`src/rtl/ff_arb_pkg.sv`:
```
// Shared constants for the video RAM arbiter: requester indices, FSM state
// encoding and the widths of the optional statistics counters.
package ff_arb_pkg;

  // Requester indices, also used as the grant identifier and for rr_last.
  localparam logic [1:0] REQ_VID = 2'd0;
  localparam logic [1:0] REQ_CPU = 2'd1;
  localparam logic [1:0] REQ_LDR = 2'd2;

  // Sequencer states: IDLE arbitrates, ACCESS is the RAM address cycle,
  // DATA is the cycle in which the RAM read data is valid.
  typedef enum logic [1:0] {
    IDLE   = 2'd0,
    ACCESS = 2'd1,
    DATA   = 2'd2
  } state_t;

  localparam int STAT_CNT_W  = 16;
  localparam int STAT_WAIT_W = 8;

endpackage

```
`src/rtl/ff_arb_stats.sv`:
```
// Grant statistics for ff_vram_arb: saturating per-requester grant counters
// and the saturating worst-case cpu wait (cycles from cpu_req rise to grant).
// Only instantiated when FF_VRAM_ARB_STATS_EN is defined.
module ff_arb_stats
  import ff_arb_pkg::*;
(
  input  logic                   clk,
  input  logic                   reset_n,
  input  logic                   i_grant,
  input  logic [1:0]             i_gnt_idx,
  input  logic                   i_cpu_req,
  output logic [STAT_CNT_W-1:0]  o_vid_cnt,
  output logic [STAT_CNT_W-1:0]  o_cpu_cnt,
  output logic [STAT_CNT_W-1:0]  o_ldr_cnt,
  output logic [STAT_WAIT_W-1:0] o_cpu_maxwait
);

  logic [STAT_CNT_W-1:0]  r_vid_cnt, r_cpu_cnt, r_ldr_cnt;
  logic [STAT_WAIT_W-1:0] r_cpu_maxwait, r_cpu_wait;
  logic                   r_cpu_req_d, r_cpu_pend;
  logic                   w_cpu_rise, w_cpu_gnt;
  logic [STAT_WAIT_W-1:0] w_cur_wait;

  assign w_cpu_rise = i_cpu_req & ~r_cpu_req_d;
  assign w_cpu_gnt  = i_grant & (i_gnt_idx == REQ_CPU);
  // A request that rises on the grant edge itself has waited zero cycles.
  assign w_cur_wait = w_cpu_rise ? '0 : r_cpu_wait;

  // Saturating grant counters, one per requester.
  always_ff @(posedge clk) begin
    if (!reset_n) begin
      r_vid_cnt <= '0;
      r_cpu_cnt <= '0;
      r_ldr_cnt <= '0;
    end else if (i_grant) begin
      if (i_gnt_idx == REQ_VID && r_vid_cnt != '1) r_vid_cnt <= r_vid_cnt + 1'b1;
      if (i_gnt_idx == REQ_CPU && r_cpu_cnt != '1) r_cpu_cnt <= r_cpu_cnt + 1'b1;
      if (i_gnt_idx == REQ_LDR && r_ldr_cnt != '1) r_ldr_cnt <= r_ldr_cnt + 1'b1;
    end
  end

  // Track the open cpu wait and fold it into the maximum on the cpu grant.
  always_ff @(posedge clk) begin
    if (!reset_n) begin
      r_cpu_req_d   <= 1'b0;
      r_cpu_pend    <= 1'b0;
      r_cpu_wait    <= '0;
      r_cpu_maxwait <= '0;
    end else begin
      r_cpu_req_d <= i_cpu_req;
      if (w_cpu_gnt) begin
        r_cpu_pend <= 1'b0;
        r_cpu_wait <= '0;
        if (w_cur_wait > r_cpu_maxwait) r_cpu_maxwait <= w_cur_wait;
      end else if (w_cpu_rise || r_cpu_pend) begin
        r_cpu_pend <= 1'b1;
        if (w_cur_wait != '1) r_cpu_wait <= w_cur_wait + 1'b1;
        else                  r_cpu_wait <= w_cur_wait;
      end
    end
  end

  assign o_vid_cnt     = r_vid_cnt;
  assign o_cpu_cnt     = r_cpu_cnt;
  assign o_ldr_cnt     = r_ldr_cnt;
  assign o_cpu_maxwait = r_cpu_maxwait;

endmodule

```
`src/rtl/ff_vram_arb.sv`:
```
// ff_vram_arb: shares one single-port synchronous video RAM between the video
// fetch (fixed highest priority), the game CPU and the debug/ROM loader
// (round-robin between cpu and ldr). Each access takes IDLE -> ACCESS -> DATA,
// so a request granted at edge N has its ack high in the cycle after edge N+2.
// Optional statistics outputs are enabled with `define FF_VRAM_ARB_STATS_EN.
//
// Handshake: a requester raises req with stable addr/we/wdata and holds them
// until its one-cycle ack; rdata is valid while ack is high (reads only, a
// write leaves rdata unchanged). A requester whose ack is high is not eligible
// in that cycle, so a still-held req is never served twice for one request.
module ff_vram_arb
  import ff_arb_pkg::*;
#(
  parameter int AW = 14,
  parameter int DW = 16
) (
  input  logic          clk,
  input  logic          reset_n,
  input  logic          vid_req,
  input  logic [AW-1:0] vid_addr,
  output logic          vid_ack,
  output logic [DW-1:0] vid_rdata,
  input  logic          cpu_req,
  input  logic          cpu_we,
  input  logic [AW-1:0] cpu_addr,
  input  logic [DW-1:0] cpu_wdata,
  output logic          cpu_ack,
  output logic [DW-1:0] cpu_rdata,
  input  logic          ldr_req,
  input  logic          ldr_we,
  input  logic [AW-1:0] ldr_addr,
  input  logic [DW-1:0] ldr_wdata,
  output logic          ldr_ack,
  output logic [DW-1:0] ldr_rdata,
  output logic [AW-1:0] ram_addr,
  output logic          ram_we,
  output logic [DW-1:0] ram_wdata,
  input  logic [DW-1:0] ram_rdata,
`ifdef FF_VRAM_ARB_STATS_EN
  output logic [15:0]   stat_vid_cnt,
  output logic [15:0]   stat_cpu_cnt,
  output logic [15:0]   stat_ldr_cnt,
  output logic [7:0]    stat_cpu_maxwait,
`endif
  output logic [1:0]    o_dbg_state
);

  state_t        r_state, w_state_nxt;
  logic [1:0]    r_rr_last, r_gnt_idx, w_gnt_idx;
  logic          r_gnt_we;
  logic          w_grant_fire, w_ack_fire;
  logic          w_elig_vid, w_elig_cpu, w_elig_ldr;
  logic [AW-1:0] w_sel_addr;
  logic          w_sel_we;
  logic [DW-1:0] w_sel_wdata;

  logic [AW-1:0] r_ram_addr;
  logic          r_ram_we;
  logic [DW-1:0] r_ram_wdata;
  logic          r_vid_ack, r_cpu_ack, r_ldr_ack;
  logic [DW-1:0] r_vid_rdata, r_cpu_rdata, r_ldr_rdata;

  // Mask requesters whose ack is high this cycle.
  assign w_elig_vid = vid_req & ~r_vid_ack;
  assign w_elig_cpu = cpu_req & ~r_cpu_ack;
  assign w_elig_ldr = ldr_req & ~r_ldr_ack;

  // Next-state, grant decision and ack strobe.
  always_comb begin
    w_state_nxt  = r_state;
    w_grant_fire = 1'b0;
    w_ack_fire   = 1'b0;
    w_gnt_idx    = REQ_VID;
    case (r_state)
      IDLE: begin
        if (w_elig_vid || w_elig_cpu || w_elig_ldr) begin
          w_grant_fire = 1'b1;
          w_state_nxt  = ACCESS;
          if (w_elig_vid)                    w_gnt_idx = REQ_VID;
          else if (w_elig_cpu && w_elig_ldr) w_gnt_idx = (r_rr_last == REQ_CPU) ? REQ_LDR : REQ_CPU;
          else if (w_elig_cpu)               w_gnt_idx = REQ_CPU;
          else                               w_gnt_idx = REQ_LDR;
        end
      end
      ACCESS:  w_state_nxt = DATA;
      DATA: begin
        w_state_nxt = IDLE;
        w_ack_fire  = 1'b1;
      end
      default: w_state_nxt = IDLE;
    endcase
  end

  // Request field mux for the winning requester; video is read-only.
  always_comb begin
    w_sel_addr  = vid_addr;
    w_sel_we    = 1'b0;
    w_sel_wdata = '0;
    case (w_gnt_idx)
      REQ_CPU: begin
        w_sel_addr  = cpu_addr;
        w_sel_we    = cpu_we;
        w_sel_wdata = cpu_wdata;
      end
      REQ_LDR: begin
        w_sel_addr  = ldr_addr;
        w_sel_we    = ldr_we;
        w_sel_wdata = ldr_wdata;
      end
      default: ;
    endcase
  end

  // FSM state register.
  always_ff @(posedge clk) begin
    if (!reset_n) r_state <= IDLE;
    else          r_state <= w_state_nxt;
  end

  // RAM port registers, grant bookkeeping, acks and returned read data.
  always_ff @(posedge clk) begin
    if (!reset_n) begin
      r_ram_addr  <= '0;
      r_ram_we    <= 1'b0;
      r_ram_wdata <= '0;
      r_rr_last   <= REQ_LDR;
      r_gnt_idx   <= REQ_VID;
      r_gnt_we    <= 1'b0;
      r_vid_ack   <= 1'b0;
      r_cpu_ack   <= 1'b0;
      r_ldr_ack   <= 1'b0;
      r_vid_rdata <= '0;
      r_cpu_rdata <= '0;
      r_ldr_rdata <= '0;
    end else begin
      r_vid_ack <= 1'b0;
      r_cpu_ack <= 1'b0;
      r_ldr_ack <= 1'b0;
      if (w_grant_fire) begin
        r_ram_addr  <= w_sel_addr;
        r_ram_we    <= w_sel_we;
        r_ram_wdata <= w_sel_wdata;
        r_gnt_idx   <= w_gnt_idx;
        r_gnt_we    <= w_sel_we;
        if (w_gnt_idx != REQ_VID) r_rr_last <= w_gnt_idx;
      end
      // The RAM has sampled the write during ACCESS; never leave we high.
      if (r_state == ACCESS) r_ram_we <= 1'b0;
      if (w_ack_fire) begin
        case (r_gnt_idx)
          REQ_CPU: begin
            r_cpu_ack <= 1'b1;
            if (!r_gnt_we) r_cpu_rdata <= ram_rdata;
          end
          REQ_LDR: begin
            r_ldr_ack <= 1'b1;
            if (!r_gnt_we) r_ldr_rdata <= ram_rdata;
          end
          default: begin
            r_vid_ack   <= 1'b1;
            r_vid_rdata <= ram_rdata;
          end
        endcase
      end
    end
  end

  assign vid_ack     = r_vid_ack;
  assign vid_rdata   = r_vid_rdata;
  assign cpu_ack     = r_cpu_ack;
  assign cpu_rdata   = r_cpu_rdata;
  assign ldr_ack     = r_ldr_ack;
  assign ldr_rdata   = r_ldr_rdata;
  assign ram_addr    = r_ram_addr;
  assign ram_we      = r_ram_we;
  assign ram_wdata   = r_ram_wdata;
  assign o_dbg_state = r_state;

`ifdef FF_VRAM_ARB_STATS_EN
  ff_arb_stats u_stats (
    .clk           (clk),
    .reset_n       (reset_n),
    .i_grant       (w_grant_fire),
    .i_gnt_idx     (w_gnt_idx),
    .i_cpu_req     (cpu_req),
    .o_vid_cnt     (stat_vid_cnt),
    .o_cpu_cnt     (stat_cpu_cnt),
    .o_ldr_cnt     (stat_ldr_cnt),
    .o_cpu_maxwait (stat_cpu_maxwait)
  );
`endif

endmodule

```
`config.mk`:
```
export PLATFORM = sky130hd
export DESIGN_NAME = ff_vram_arb
export DESIGN_NICKNAME = d
export VERILOG_FILES = /design/src/rtl/ff_arb_pkg.sv /design/src/rtl/ff_arb_stats.sv /design/src/rtl/ff_vram_arb.sv
export SDC_FILE = /design/constraint.sdc
export NUM_CORES = 1
export LEC_CHECK = 0
export BUFFER_PORTS_ARGS = -buffer_cell sky130_fd_sc_hd__buf_2
export CAP_MARGIN = 20
export CORE_MARGIN = 2
export CORE_UTILIZATION = 42
export DETAILED_ROUTE_END_ITERATION = 8
export PLACE_DENSITY = 0.77
export SYNTH_ARGS = -nofsm -noshare
export SYNTH_HDL_FRONTEND = slang
export SYNTH_SLANG_ARGS = --single-unit
```
`constraint.sdc`:
```
create_clock -name clk -period 2.2 [get_ports clk]
set_input_delay 0.11 -clock clk [delete_from_list [all_inputs] [get_ports clk]]
set_output_delay 0.11 -clock clk [all_outputs]
set_load 0.02 [all_outputs]
```
==> results of run 1 <==
[per-stage QoR]
step	cell area [um^2]	setup TNS, ns	power, W	setup WS, ns	hold slack, ns
finish	5030	0	0.00354	0.117	0.0231
detailed placement	4750	0	0.00230	0.0211	0.391
floorplan	3790	0	0.00208	0.0484	0.245
global placement	4750	0	0.00228	0.168	0.382
global route	5030	-0.0556	0.00370	-0.0189	0.00870
CTS	4980	0	0.00356	0.0595	0.00825
[cell families (layout without fill, tap and decap cells)]
family,Yosys count,in the layout
AO/OA/AOI/OAI,119,119
adder cells (fa/ha/maj),5,5
buffers and inverters,42,217
flip-flops,89,89
AND/OR/NAND/NOR,188,188
[flip-flops by register name, indices dropped and copies added (netlist names)]
| name | flops |
|---|---|
| cpu_rdata | 16 |
| ldr_rdata | 16 |
| ram_wdata | 16 |
| vid_rdata | 16 |
| ram_addr | 14 |
| o_dbg_state | 2 |
| r_gnt_idx | 2 |
| r_rr_last | 2 |
| cpu_ack | 1 |
| ldr_ack | 1 |
| r_gnt_we | 1 |
| ram_we | 1 |
| vid_ack | 1 |
[how the worst max path moves through the flow]
stage	endpoint	slack (ns)	cells after the start
floorplan	ram_wdata[6]	0.05	8
finish	ram_addr[12]	0.12	7
global route	ram_addr[13]	-0.02	7
CTS	ram_addr[3]	0.06	6
global placement	ram_addr[1]	0.17	6
detailed placement	ram_addr[3]	0.02	6
[layout make-up]
type | instances | area share
multi-input cells | 312 | 0.366
flip-flops and latches | 89 | 0.354
repair buffers | 195 | 0.201
clock buffers | 10 | 0.0274
well taps | 108 | 0.0269
clock inverters | 6 | 0.0179
inverters | 5 | 0.00448
repair inverters | 1 | 0.00149
[power by group]
group | internal, W | switching [W]
clock | 0.000675 | 0.000587
sequential | 0.00167 | 0.0000315
combinational | 0.000230 | 0.000346
total | 0.00258 | 0.000964
[routing by layer]
layer  vias up  part of all wire  GRT usage
met4         0            0.0098     0.0706
met3         9             0.078     0.0447
met5         -                 0          0
met1      1759              0.41      0.257
li1       1883                 -          -
met2       160              0.50      0.374
[placed cells by master, fill, tap and decap left out, drive strengths merged, types with 3 or more instances in the layout]
| master | count |
|---|---|
| a21boi | 51 |
| a221oi | 14 |
| a22o | 17 |
| and2 | 4 |
| and3 | 3 |
| buf | 195 |
| clkbuf | 10 |
| clkinvlp | 3 |
| dfxtp | 89 |
| ha | 5 |
| inv | 5 |
| nand2 | 120 |
| nand3 | 48 |
| nor2 | 3 |
| nor2b | 5 |
| o21ai | 16 |
| o31ai | 16 |
[critical path: stages, from the launching register on]
cell       delay, ns
dfxtp_1         0.34
and2b_1         0.28
a2111oi_4       0.36
inv_1           0.13
ha_1            0.20
buf_4           0.23
a221oi_1        0.31
o31ai_1         0.11
[what timing repair did]
action / CTS / global route
endpoints found under the setup margin: 1 / 16
hold buffers: 0 / 0
buffers inserted: 0 / 3
pin swaps: 0 / 3
gates cloned: 0 / 1
resized for setup: 1 / 5
==> metrics, run 1 <==
area delta synth->final 32.9%; post-synthesis mux area share 0; I/O pins about 180; RR Startpoint vid_ack; clk sink count 89; Clock Latency Late Sink ~0.35 ns; total track usage 0.212; RD Place Congestion between 0.8 and 0.9; status finished, final reports clean; DRT Pass-1 Iters 4; Mapped Nets 545; crit path kind reg -> reg; largest net degree at the start of global routing 59; multi-input logic area approximately 0.0018 mm^2; DR vias/cell approximately 5.2; Fillers ~800; count leader, synth nand2_1; Synth area leaders dfxtp_1 (47%), nand2_1 (12%), a21boi_0 (9.5%), nand3_1 (6.3%), a22o_1 (3.9%); Main synth FF type dfxtp_1; hold endpoint cpu_rdata[14]; Least-Margin Pin Slew 0.658 ns; CTS Buffer Depth 2; CTS H-Tree Depth 3; Final Core Density 0.577; Critical Path Source vid_ack; WL/cell around 15 um; Synth warnings 0; CTS Buf Count 9; number of flops mapped to enable cells by yosys 0; Syn Inst Count roughly 440; WP data required 2.42 ns; I/O Buffers 180; post-synthesis instance area ~0.0038 mm^2; dpl cells around 700; maxcap violations 0; DRT Wirelength roughly 11000 um; global-route wire length before repair ~17000 um; Worst Path Max Fanout 31; Avg Cell Area, Syn between 8 and 9 um^2; fin crit share 0.947; post-synth top area cell dfxtp_1; Cell Pwr Density ~700 mW/mm^2; Hold Fails Final Rpt 0; Max Slew Vio Count 0; fmax roughly 480 MHz; Post-Synth Adder-Cell Area 0.0165; Die H slightly below 100 um; detailed-route DRC error count 0; Vias 3811; Reg2Reg Depth 7; Net count, final between 700 and 800; post-synthesis compound-gate area fraction 0.247; VDD IR max between 300 and 400 uV; final clock skew 0.0103 ns; Starting Density 0.434; Layout Cells excl Fill 726; simple-gate share of the synthesized area 0.218; Worst-path clk slew 0.09 ns; Yosys reg bits 89; r2r endpoint ram_addr[12]; CTS tree yes; Core ar. just under 0.009 mm^2; CP Capture Type register; R2R setup slack between 0.1 and 0.15 ns; Antenna Cells 0; dpl hpwl 7660 um; initial antenna violation count 0; most frequent cells after synthesis nand2_1 (119), dfxtp_1 (89), a21boi_0 (48), nand3_1 (48), clkbuf_1 (24); setup violators final 0; FF+latch area approximately 0.0018 mm^2; fraction of layout cells with a size suffix above 1 0.359; CTS root buf clkbuf_8; share of the synthesized area in the top cell type 0.471; synth unique cells 32; Synth Area in XOR/XNOR 0; Hold WC Path Type in -> reg; die area 0.00979 mm^2; relative slew slack 0.561; hold_sp ram_rdata[14]; CP Launch Type register; Final min period between 2 and 2.5 ns; vias in the first global route 3614; Min-Delay Path Depth 3; Starting DRT DRC Count between 90 and 100; grt ovf 0; asr flop ratio synth 0; LEAKAGE between 2 and 2.5 nW; CP arrival around 2.3 ns; RSZ-0062 raised after global routing true; Detail Route Antenna Nets 0; largest family of logic cells by synthesized area compound AO/OA/AOI/OAI gates; die width about 99 um; Cell Rows 34; sequential share of the synthesized area 0.471
Power figures use the tool's default switching activity.
==> run 2: changes to the inputs <==
--- a/config.mk
+++ b/config.mk
@@ -10,6 +10,7 @@
 export CORE_MARGIN = 2
 export CORE_UTILIZATION = 42
 export DETAILED_ROUTE_END_ITERATION = 8
+export MAX_ROUTING_LAYER = met4
 export PLACE_DENSITY = 0.77
 export SYNTH_ARGS = -nofsm -noshare
 export SYNTH_HDL_FRONTEND = slang
==> run 2 against run 1 <==
  * Final cell count is the same
  * Sequential cell count is the same
  * Utilization unchanged
  * Via count about the same
  * Clock skew is essentially flat
  * Register-to-register slack is essentially flat
  * First-iteration DRC count grew 2.2%
  * Largest power group unchanged
  * Fmax hardly changed
  * Global-route usage up 0.63 points
  * Largest cell class unchanged
  * Sequential power hardly changed
==> metrics, run 2 (synthesized netlist as in run 1, its figures left out) <==
status finished, final reports clean; Antenna Cells 0; CP Launch Type register; Vias ~3800; Starting Density 0.434; Least-Margin Pin Slew 0.658 ns; I/O Buffers 180; VDD IR max 333 uV; fmax between 400 and 500 MHz; Core ar. 0.00872 mm^2; Detail Route met3 WL 787 um; Worst Path Max Fanout 31; Die H between 90 and 100 um; final clock skew 0.00999 ns; die width a little under 100 um; CP Capture Type register; maxcap violations 0; I/O pins about 180; area delta synth->final 32.9%; fin crit share 0.947; CTS root buf clkbuf_8; Net count, final between 700 and 800; fraction of layout cells with a size suffix above 1 0.359; Worst-path clk slew approximately 0.09 ns; DRT Pass-1 Iters 4; multi-input logic area 0.00184 mm^2; Hold-fix buffers, CTS 0; grt ovf 0; initial antenna violation count 0; Hold WC Path Type in -> reg; CP arrival roughly 2.3 ns; CTS tree yes; clk sink count 89; LEAKAGE 2.31 nW; M1 WL roughly 4400 um; DRT Wirelength 10600 um; setup slack after layout 0.116 ns; Power Total 0.00354 W; largest net degree at the start of global routing a little under 60; Clock Latency Late Sink ~0.35 ns; RSZ-0062 raised after global routing true; commonest non-fill, non-tap cell in the layout buf_2; Starting DRT DRC Count between 90 and 100; crit path kind reg -> reg; total track usage 0.219; global-route wire length before repair ~17000 um; DR vias/cell 5.25; Final Core Density 0.577; RD Place Congestion about 0.82; Hold Fails Final Rpt 0; WP data required around 2.4 ns; detailed-route DRC error count 0; CTS Buffer Depth 2; Max Slew Vio Count 0; Detail Route Antenna Nets 0; Cell Rows 34; Final min period 2.08 ns; commonest non-fill, non-tap cells in the layout buf_2 (180), nand2_1 (119), dfxtp_1 (89); CTS H-Tree Depth 3; vias in the first global route about 3600; die area around 0.0098 mm^2; setup violators final 0; dpl ws roughly 0.021 ns; relative slew slack 0.561; dpl hpwl ~7700 um; top sig layer met4; WL met2 roughly 5300 um; FF+latch area 0.00178 mm^2; Fillers around 800; CTS Buf Count 9; WL/cell 14.5 um; Cell Pwr Density between 700 and 800 mW/mm^2
==> run 2: final timing paths <==
kind,endpoint,slack (ns),startpoint,cells past startpoint
setup / recovery,ram_addr[12],0.12,vid_ack,7
hold / removal,cpu_rdata[14],0.02,ram_rdata[14],3
setup reg to reg,ram_addr[12],0.12,vid_ack,7
hold reg to reg,ram_wdata[10],0.45,ram_wdata[10],2
==> run 2: per-stage QoR <==
step           instances  hold WS, ns  TNS (ns)  cell area [um^2]
3_5_place_dp         707        0.391         0              4750
5_1_grt              726      0.00870   -0.0557              5030
6_report             726       0.0209         0              5030
2_1_floorplan        443        0.245         0              3790
3_3_place_gp         707        0.382         0              4750
4_1_cts              723      0.00825         0              4980
==> run 2: layout make-up <==
| type | instances | share of cell area |
|---|---|---|
| Timing Repair Buffer | 195 | 0.201 |
| Tap cell | 108 | 0.0269 |
| Sequential cell | 89 | 0.354 |
| Clock inverter | 6 | 0.0179 |
| Clock buffer | 10 | 0.0274 |
| Inverter | 5 | 0.00448 |
| Multi-Input combinational cell | 312 | 0.366 |
| Timing Repair inverter | 1 | 0.00149 |
==> run 2: worst max-delay path, cell delays in order (launching register included) <==
cell	delay [ns]
dfxtp_1	0.34
and2b_1	0.28
a2111oi_4	0.37
inv_1	0.13
ha_1	0.20
buf_4	0.23
a221oi_1	0.31
o31ai_1	0.11
==> run 2: metal layers <==
layer | vias to the layer above | GRT usage
met4 | 0 | 0.0706
met1 | 1761 | 0.258
met2 | 156 | 0.374
li1 | 1882 | -
met3 | 9 | 0.0426
met5 | - | -
==> run 2: power by group <==
part           internal (W)  total, W  leakage [nW]  switching [W]
sequential          0.00167   0.00170         0.722      0.0000315
combinational      0.000230  0.000576          1.48       0.000345
clock              0.000675   0.00126         0.113       0.000589
==> run 2: repair_timing <==
item / CTS / global route
gates resized for setup: 1 / 5
pin swaps: 0 / 3
gates cloned: 0 / 1
buffers inserted: 0 / 3
setup endpoints to repair: 1 / 16
